File: config.mk
export PLATFORM = sky130hd
export DESIGN_NAME = gcd_control
export DESIGN_NICKNAME = d
export VERILOG_FILES = /design/src/rtl/gcd_pkg.sv /design/src/rtl/gcd_iter_counter.sv /design/src/rtl/gcd_control.sv
export SDC_FILE = /design/constraint.sdc
export NUM_CORES = 1
export LEC_CHECK = 0
export BUFFER_PORTS_ARGS = -buffer_cell sky130_fd_sc_hd__buf_4
export CORE_MARGIN = 2
export CORE_UTILIZATION = 54
export CTS_BUF_LIST = sky130_fd_sc_hd__clkbuf_16
export DETAILED_ROUTE_END_ITERATION = 12
export PLACE_DENSITY_LB_ADDON = 0.08
export SYNTH_ARGS = -nofsm -noshare
export SYNTH_HDL_FRONTEND = slang
export SYNTH_SLANG_ARGS = --single-unit
File: constraint.sdc
create_clock -name clk -period 4.68 [get_ports clk]
set_input_delay 0.936 -clock clk [delete_from_list [all_inputs] [get_ports clk]]
set_output_delay 0.936 -clock clk [all_outputs]
set_load 0.05 [all_outputs]
File: src/rtl/gcd_pkg.sv
// Shared types and constants for the Euclid-subtraction GCD controller.
package gcd_pkg;

    localparam int W = 16;

    typedef enum logic [1:0] {
        IDLE = 2'd0,
        CALC = 2'd1,
        DONE = 2'd2
    } state_t;

    localparam logic [1:0] A_SEL_IN  = 2'd0;
    localparam logic [1:0] A_SEL_B   = 2'd1;
    localparam logic [1:0] A_SEL_SUB = 2'd2;
    localparam logic       B_SEL_IN  = 1'b0;
    localparam logic       B_SEL_A   = 1'b1;

    typedef struct packed {
        logic       a_en;
        logic       b_en;
        logic [1:0] a_mux_sel;
        logic       b_mux_sel;
    } dpath_ctrl_t;

    localparam dpath_ctrl_t CTRL_NONE = '{a_en: 1'b0, b_en: 1'b0, a_mux_sel: A_SEL_IN,  b_mux_sel: B_SEL_IN};
    localparam dpath_ctrl_t CTRL_LOAD = '{a_en: 1'b1, b_en: 1'b1, a_mux_sel: A_SEL_IN,  b_mux_sel: B_SEL_IN};
    localparam dpath_ctrl_t CTRL_SWAP = '{a_en: 1'b1, b_en: 1'b1, a_mux_sel: A_SEL_B,   b_mux_sel: B_SEL_A};
    localparam dpath_ctrl_t CTRL_SUB  = '{a_en: 1'b1, b_en: 1'b0, a_mux_sel: A_SEL_SUB, b_mux_sel: B_SEL_IN};

endpackage

File: src/rtl/gcd_iter_counter.sv
// Saturating step counter; clear wins over increment, never wraps.
module gcd_iter_counter #(
    parameter int CNT_W = 16
) (
    input  logic             clk,
    input  logic             reset,
    input  logic             clear,
    input  logic             inc,
    output logic [CNT_W-1:0] count
);

    always_ff @(posedge clk) begin
        if (reset || clear)
            count <= '0;
        else if (inc && (count != '1))
            count <= count + CNT_W'(1);
    end

endmodule

File: src/rtl/gcd_control.sv
// GCD controller: val/rdy wrapped load -> swap/subtract -> hold-result sequencing.
module gcd_control
    import gcd_pkg::*;
#(
    parameter int CNT_W = 16
) (
    input  logic             clk,
    input  logic             reset,
    input  logic             operands_val,
    output logic             operands_rdy,
    output logic             result_val,
    input  logic             result_rdy,
    input  logic             B_zero,
    input  logic             A_lt_B,
    output logic             A_en,
    output logic             B_en,
    output logic [1:0]       A_mux_sel,
    output logic             B_mux_sel,
    output logic [CNT_W-1:0] iter_count,
    output logic             busy
);

    state_t      state, state_nxt;
    dpath_ctrl_t ctrl;
    logic        accept;
    logic        step;

    // Outputs decode straight from state and status so a step costs no extra cycle.
    always_comb begin
        state_nxt    = state;
        ctrl         = CTRL_NONE;
        accept       = 1'b0;
        step         = 1'b0;
        operands_rdy = 1'b0;
        result_val   = 1'b0;
        busy         = 1'b0;
        case (state)
            IDLE: begin
                operands_rdy = 1'b1;
                if (operands_val) begin
                    ctrl      = CTRL_LOAD;
                    accept    = 1'b1;
                    state_nxt = CALC;
                end
            end
            CALC: begin
                busy = 1'b1;
                if (A_lt_B) begin
                    ctrl = CTRL_SWAP;
                    step = 1'b1;
                end else if (!B_zero) begin
                    ctrl = CTRL_SUB;
                    step = 1'b1;
                end else begin
                    state_nxt = DONE;
                end
            end
            DONE: begin
                result_val = 1'b1;
                if (result_rdy)
                    state_nxt = IDLE;
            end
            default: state_nxt = IDLE;
        endcase
    end

    always_ff @(posedge clk) begin
        if (reset)
            state <= IDLE;
        else
            state <= state_nxt;
    end

    assign A_en      = ctrl.a_en;
    assign B_en      = ctrl.b_en;
    assign A_mux_sel = ctrl.a_mux_sel;
    assign B_mux_sel = ctrl.b_mux_sel;

    gcd_iter_counter #(.CNT_W(CNT_W)) u_iter_counter (
        .clk   (clk),
        .reset (reset),
        .clear (accept),
        .inc   (step),
        .count (iter_count)
    );

endmodule
# After elaboration in Yosys (flattened, before gate mapping)
# Index checks and enable logic that the tools add are counted.
# W data, S select, Z words.
[word_totals] regBits=18 latchBits=0 ramBits=0 romBits=0 output_inout_bits=24 elab_cells=31 mem_count=0
[classes] n_addsub=1 mul=0 div=0 order_cmp=0 eq_ne=7 shifts=0 mux=17 bitwise_logic=0 n_reduce_logical=4
[ops] op="$add A16 B1 Y16 const B" count=1
[ops] op="$ne A16 B16 Y1 const B" count=1
[ops] op="$mux W5" count=3
[ops] op="$pmux W5 S2" count=1
[ops] op="$mux W1" count=8
[ops] op="$mux W2" count=4
[ops] op="$ne A2 B2 Y1 const B" count=4
[ops] op="$pmux W2 S3" count=1
[ops] op="$reduce_and A4 Y1" count=1
[ops] op="$eq A2 B1 Y1 const B" count=1
[ops] op="$eq A2 B2 Y1 const B" count=1
[ops] op="$logic_not A2 Y1" count=1
[ops] op="$logic_and A1 B1 Y1" count=1
[ops] op="$logic_or A1 B1 Y1" count=1

# Logic depth before layout (Yosys ltp)
# Gate-level depths: netlist (run 1).
[depth] depth_word=4 mapped_depth=5

# Hierarchy
# A second synthesis (run 1) with hierarchy kept.
[unflattened] cells_unflattened=116 hier_area_um2=1013.5
[modules_own_cells] mod="gcd_iter_counter" instances=1 cells_each=95 area_each_um2=847.1 seq_area_each_um2=320.3
[modules_own_cells] mod="gcd_control" instances=1 cells_each=21 area_each_um2=166.4 seq_area_each_um2=40.0

# Worst setup path after synthesis (run 1)
# OpenSTA, ideal clock, no wires.
[synth_path] kind="input -> output" startpoint="input B_zero" endpoint="output A_en" arrival_time_ns=2.332 slack_ns=1.412 cell_stages=2 path_buffers=0 cell_sequence="nor2b_1 > a211oi_1"
[synth_between] elab_chain_cells=3
[synth_rtl] element="start: declaration" line_no="gcd_control.sv:13" source="input logic B_zero,"
[synth_rtl] element="$mux W5" line_no="gcd_control.sv:51" source="end else if (!B_zero) begin"
[synth_rtl] element="$mux W5" line_no="gcd_control.sv:48" source="if (A_lt_B) begin"
[synth_rtl] element="$pmux W5 S2" line_no="gcd_control.sv:37" source="case (state)"
[synth_rtl] element="end: declaration" line_no="gcd_control.sv:15" source="output logic A_en,"
# No other way between the ends.

# Worst setup path in the final report (run 1)
[layout_path] startpoint="input operands_val" endpoint="output B_en"
[layout_between] elab_chain_cells=2
[layout_rtl] element="start: declaration" line_no="gcd_control.sv:9" source="input logic operands_val,"
[layout_rtl] element="$mux W5" line_no="gcd_control.sv:40" source="if (operands_val) begin"
[layout_rtl] element="$pmux W5 S2" line_no="gcd_control.sv:37"
[layout_rtl] element="end: declaration" line_no="gcd_control.sv:16" source="output logic B_en,"
# No other way between the ends.

==> results.txt, run 1 <==
- Share of synthesized registers carrying an async set or reset: 0%
- Tightest Hold Check Type: flop to flop
- The routed design has 2670 um of wire.
- X dimension of the die: 48.1 um
* Family of cells with the greatest summed delay on the critical path: simple AND/OR/NAND/NOR gates
- Leakage power figure: 0.556 nW
- After routing, the total negative slack on setup checks comes to 0 ns.
* Aggregate global-route resource usage: 26.4%
- Final-report hold violation count: 0
- The number of nets in the synthesized netlist is 127.
- Hold repair after CTS inserted 0 buffers.
- Site Rows: 15
* Number of violations reported at the end of detailed-routing iteration 0: 26
- Entering global routing, the biggest net connects 11 pins.
- Die Y-Extent: 48.1 um
* Run status: complete, no violations
- In this run, CTS created clock tree buffers numbering 3.
- Clock-pin slew was measured on the worst setup and hold paths at 0.05 ns.
- Critical-path cell with the highest stage delay: nor3b_1
* Highest fanout seen on the critical path: 6
* Leading post-synthesis cells by cell area: dfxtp_1 (34%), mux2i_1 (4.8%), or3_1 (4.2%)
- Fin worst setup slack: 1.92 ns
- Fraction of layout cells with a size suffix above 1: 29.8%
- The first global-routing pass estimated 4200 um of wire.
- Prior to clock tree synthesis, the placed netlist has a worst setup slack of 1.93 ns.
* Routability congestion estimate from global placement: 0.925
- Post-placement cell count: 172
- Ports placed on the boundary: 30
- Leading cell types by count after synthesis: dfxtp_1 (18), nand2_1 (10), a21oi_1 (7), or3_1 (7)
- In this design, the stage delay of the slowest critical-path cell is 0.42 ns.
* Core Footprint: 1780 sq um
- The largest total area in the synthesized netlist belongs to dfxtp_1.
- Final cell count without fillers: 176
- Once the floorplan was initialized, standard cells occupied 58.9% of the core.
- Worst slew margin relative to its limit: 50.6%
* Latest clock arrival within the worst-skew pair: 0.25 ns
- The worst setup path is captured at a primary output.
- The critical path starts at operands_val.
- Proportion of netlist area held by the largest area contributor: 34.3%
- Minimum clock period after layout: 2.76 ns
- In this run the critical register-to-register path is launched from u_iter_counter.count[0].
- Capturing point of the worst reg2reg path: u_iter_counter.count[10]
- In this run the number of H-tree levels came out at 1.
- Element type at the critical path start: input port
- Setup repair after global routing left no endpoint under its margin.
* FMAX: 0.362 GHz
- GR Overflow Total: 0
- Total power draw: 0.401 mW
- Dividing the final minimum period by the clock period gives 59.1%.
- Across all hold checks on the routed design, the worst slack comes to 0.525 ns.
* Clock Path Buffers: 2
- Slew at the pin with the worst max-slew slack: 0.738 ns
- Among all flip-flop cells after synthesis, the most frequent one is dfxtp_1.
- After detailed routing, the number of remaining DRC violations is 0.
- Per-cell via count in the routed design: 6.20
* Number of vias in the routed layout: 1092
- Count of input and output buffers: 29
- The final number of max-transition violations is 0.
- Count of state elements after synthesis: 18
- Mapped Avg Cell Area: 8.75 sq um
- After synthesis, flip-flops and latches occupy 34.3% of the total area.
* CP cell instances: buf_4 > nor3b_1 > or2_2 > buf_4
- Required time reported for the critical path endpoint: 3.74 ns
- The synthesized design contains 0 enable-type register cells.
- Dividing the detail-routed wire length by the instance count gives 15.2 um.
- VDD IR-drop max: 0.214 mV
- Setup violations remaining at the end of the flow were counted as 0.
- In this run the power density over the cells is 294 nW/um^2.
- The tree is rooted in a clkbuf_16.
- In this design, the critical path's most frequently occurring cell is buf_4.
* Die area: 2310 sq um
* Worst reg2reg setup slack: 2.86 ns
- The cell area that synthesis handed to floorplanning was 1050 sq um.
- From synthesis to final layout, the design area changed by 30.0%.
* Nets: 159
- Counting every instance in the synthesized netlist gives 120.
- The netlist uses 40 different library cells.
- The critical path crosses 4 cells after its start point.
* Worst Reg2Reg Path Length in Cells: 5
- 0 antenna diodes ended up in the layout.
- Clock sink count: 18
- The critical path contains buffers and inverters numbering 2 combined.
* Number of antenna violations at the first check in global routing: 0
- TritonCTS built the clock tree.
- Crit path to: B_en
* Count of synthesis-stage warnings from yosys: 0
- Post-DP HPWL: 1930 um
- Crit path arrival time: 1.83 ns
* Post CTS Setup Buffer Count: 0
- Critical setup path kind: input port to primary output
* Most used standard cell by instance count after synthesis: dfxtp_1
* Drt pass-1 iters: 4
- The count of nets left with antenna violations once routing finished came out at 0.
* Max Clock Skew: 0.00207 ns
* Via count of the first global-routing pass: 976
- After clock tree synthesis, the repair step resized 0 gates.
- Across the run, the number of max-cap violations was 0.
state kept, by name (all words and copies together), names as in the netlist:
| signal | cells |
|---|---|
| state | 2 |
| u_iter_counter.count | 16 |
routing by layer:
metal	up-vias	share of wire, %	routed length, um	GRT usage (%)
met2	44	48	1280	44.8
li1	521	-	-	-
met4	0	2.3	62	14.6
met1	521	44	1170	32.1
met3	6	5.8	155	3.70
met5	-	0	0	0
tightest hold or removal path, delay by kind of cell, from the launching register on:
family           cells  cell delay, ns
DFF                  1            0.35
and+or+nand+nor      1            0.07
muxes                1            0.06
layout by cell type (no fill, tap or decap), types with 2 or more instances in the layout:
cell / count
clkbuf_16: 3
nand4_1: 6
nor2_1: 6
nor3b_1: 2
nor2b_1: 3
buf_4: 29
nand3_1: 5
nor4_1: 5
mux2i_1: 5
nand2_1: 10
inv_1: 5
nand4_2: 2
o21ai_0: 3
o31ai_1: 4
nor3_1: 4
or2_2: 2
a21oi_1: 7
or3_1: 7
or4_1: 2
dfxtp_1: 18
and3_1: 2
a311oi_1: 2
cells by family after synthesis:
family	Yosys count	share of synthesized area [%]
and+or+nand+nor	66	42.0
AOI/OAI and AO/OA	22	13.9
DFF	18	34.3
buffers and inverters	8	3.81
muxes	5	4.77
adders and majority gates	1	1.19
final cells by class:
cell class                      count  area [sq um]
Multi-Input combinational cell     94           649
Fill cell                         139           418
Sequential cell                    18           360
Timing Repair Buffer               29           218
Clock buffer                        3          75.1
Tap cell                           25          31.3
Inverter                            6          27.5
Clock inverter                      1          3.75
through the flow:
| step | util (%) | instance area, sq um |
|---|---|---|
| 2_1_floorplan | - | 1050 |
| 3_3_place_gp | 72.1 | 1290 |
| 3_5_place_dp | 72.1 | 1290 |
| 4_1_cts | 76.6 | 1370 |
| 5_1_grt | 76.6 | 1370 |
| 6_report | 76.6 | 1370 |
where the power goes:
part	switching [mW]	internal, mW	leakage [nW]	total (mW)
Sequential	0.00305	0.156	0.145	0.159
Clock	0.0605	0.114	0.0385	0.174
Combinational	0.0479	0.0207	0.372	0.0686
worst min-delay path by stage:
stage / from / end / slack (ns) / cells past startpoint
detailed placement: u_iter_counter.count[1] / u_iter_counter.count[1] / 0.52 / 2
global placement: u_iter_counter.count[1] / u_iter_counter.count[1] / 0.50 / 2
finish: u_iter_counter.count[1] / u_iter_counter.count[1] / 0.52 / 2
floorplan: u_iter_counter.count[1] / u_iter_counter.count[1] / 0.70 / 2
CTS: u_iter_counter.count[1] / u_iter_counter.count[1] / 0.53 / 2
global route: u_iter_counter.count[1] / u_iter_counter.count[1] / 0.56 / 2
Note: power is estimated with default switching activity, not from simulation.
==> inputs of run 2 (changes only) <==
- CORE_UTILIZATION: 54 -> 45
- clock period: 4.68 -> 2.35 ns (I/O delays scaled with it)
==> run 2 against run 1 <==
Effect of this change: first-iteration DRC count is 23% higher; setup slack worse by 1.7 ns; utilization shrank 15 points; total power up 96%; critical path depth rose by 1; hold slack got worse by 0.097 ns.
==> results.txt, run 2 (synthesized netlist as in run 1, its figures left out) <==
- Run status: complete, no violations
* Leakage power figure: 0.559 nW (+0.62%)
* Element type at the critical path start: flop
* Critical setup path kind: flop to primary output
- The initial antenna violation count was 0 (unchanged).
* Fraction of layout cells with a size suffix above 1: 30.5% (+0.66 points)
- The detailed router's first-iteration violation count was 32 (+23%).
- The setup TNS came to 0 ns (unchanged).
- Worst slew margin relative to its limit: 52.5% (+1.9 points)
* CTS clock-pin slew for the worst setup and hold paths: 0.05 ns (about the same)
* Unrepaired setup endpoints after global routing: no
- The total clock buffers created by CTS was 3 (unchanged).
- Power density normalized to cell area: 574 nW/um^2 (+95%)
- Critical-path cell with the highest stage delay: dfxtp_1
- Max FFs per register: 16 (unchanged)
- Crit path arrival time: 1.64 ns (-0.19 ns)
- Based on the critical path, the design can be clocked at up to 0.473 GHz.
* Latest clock arrival within the worst-skew pair: 0.25 ns (about the same)
* Aggregate global-route resource usage: 21.0% (-5.5 points)
- Sort of element at the end of the critical path: primary output
* Per-cell via count in the routed design: 5.97 (-3.8%)
- Core Footprint: 2210 sq um (+24%)
- Tightest Hold Check Type: input port to flop
- The sum of routed wire length over all layers came to 2580 um (-3.5%).
* Ports placed on the boundary: 30 (unchanged)
* Post-DP HPWL: 1820 um (-5.9%)
* Final hold slack: 0.428 ns (-0.0969 ns)
* Clock tree from TritonCTS: built
* Drt pass-1 iters: 4 (unchanged)
- CTS root buf: clkbuf_16
* Most frequent standard cell in the layout excluding fill and tap cells: buf_4
* Die area: 2740 sq um (+18%)
* CP cell instances: nand2b_2 > clkinv_4 > and2_1 > or2_2 > buf_4
* Total of hold buffers inserted after clock tree synthesis: 0 (unchanged)
- Max Clock Skew: 0.00188 ns (-0.000191 ns)
- The clock period could shrink to 2.11 ns.
* Maximum number of pins on one net before global-route repair: 11 (unchanged)
* VDD IR-drop max: 0.418 mV (+96%)
- The site row count was 17 (+2).
- The slew at the pin with the worst max-slew slack was 0.706 ns (-0.0321 ns).
- The via count of the first global-routing pass came to 945 (-3.2%).
- The global-route wire length before repair came to 4260 um (+1.5%).
- Area Overhead vs Synth: 30.8%
- The largest registers in the layout are u_iter_counter.count x16, state x2.
- Most flop-heavy register: u_iter_counter.count
- The number of antenna cells inserted was 0 (unchanged).
- The maximum single-stage delay on the critical path was 0.39 ns (-0.03 ns).
* Reported max-cap violation count: 0 (unchanged)
- Clock Path Buffers: 2 (unchanged)
- The library cells used most frequently in the layout, excluding fill and tap cells, are buf_4 (30), dfxtp_1 (18), nand2_1 (10).
- GR Overflow Total: 0 (unchanged)
* Final-report hold violation count: 0 (unchanged)
* H-tree levels: 1 (unchanged)
- Drc violations: 0 (unchanged)
- The count of input and output buffers was 29 (unchanged).
* Fin worst setup slack: 0.237 ns (-1.68 ns)
- X dimension of the die: 52.3 um (+8.8%)
* Required time reported for the critical path endpoint: 1.88 ns (-1.86 ns)
* Initial core utilization: 47.5% (-11 points)
* Post_cts resized: 0 (unchanged)
- The post-CTS repair timing setup buffer count is 0 (unchanged).
* Routability congestion estimate from global placement: 0.793 (-14%)
* Setup violation total in the final timing report: 0 (unchanged)
- Number of vias in the routed layout: 1068 (-2.2%)
* Pins over their slew limit: 0 (unchanged)
- The count of nets left with antenna violations after detail routing was 0 (unchanged).
- Die Y-Extent: 52.3 um (+8.8%)
- Family of cells with the greatest summed delay on the critical path: simple AND/OR/NAND/NOR gates
- The routed wire length per instance was 14.4 um (-5.1%).
- In the finished design, the share of the clock period the worst path needs comes to 89.9%.
- CP Buf/Inv Count: 2 (unchanged)
- Nets: 160 (+0.63%)
* Clock sink count: 18 (unchanged)
- The worst-case setup slack after placement was 0.516 ns (-1.41 ns).
- The largest fanout of any net on the critical path is 8 (+2).
run 2: cell count changes in the layout (fill, tap and decap cells not counted):
cell | previous run | this run
clkinv_1 | 1 | 0
buf_4 | 29 | 30
run 2: path summary, 6_finish.rpt:
| path | from | endpoint | slack (ns) | cells past startpoint |
|---|---|---|---|---|
| setup / recovery | state[1] | B_en | 0.24 | 5 |
| hold / removal | reset | state[0] | 0.43 | 2 |
| setup reg to reg | u_iter_counter.count[0] | u_iter_counter.count[9] | 0.53 | 5 |
| hold reg to reg | u_iter_counter.count[1] | u_iter_counter.count[1] | 0.51 | 2 |
run 2: layout make-up:
cell class                 instances  area, sq um
inverter                           6         27.5
timing repair buffer              30          225
multi-input combinational         94          649
sequential                        18          360
fill                             214          840
clock buffer                       3         75.1
tap                               28         35.0
run 2: per-stage QoR:
step,power [mW],cells,cell area [sq um],utilization (%)
CTS,0.793,179,1370,62.0
global route,0.815,179,1370,62.0
floorplan,0.419,120,1050,-
detailed placement,0.460,176,1300,58.7
global placement,0.459,176,1300,58.7
finish,0.788,179,1370,62.0
run 2: per-layer routing:
| layer | vias to the layer above | track usage [%] | wire length (um) |
|---|---|---|---|
| li1 | 526 | - | - |
| met1 | 487 | 27.0 | 1140 |
| met2 | 49 | 32.5 | 1200 |
| met3 | 6 | 3.43 | 162 |
| met4 | 0 | 12.8 | 68 |
| met5 | - | 0 | 0 |
run 2: power breakdown:
group          switching [mW]  internal, mW
Clock                   0.111         0.224
Sequential            0.00634         0.310
Combinational          0.0940        0.0430
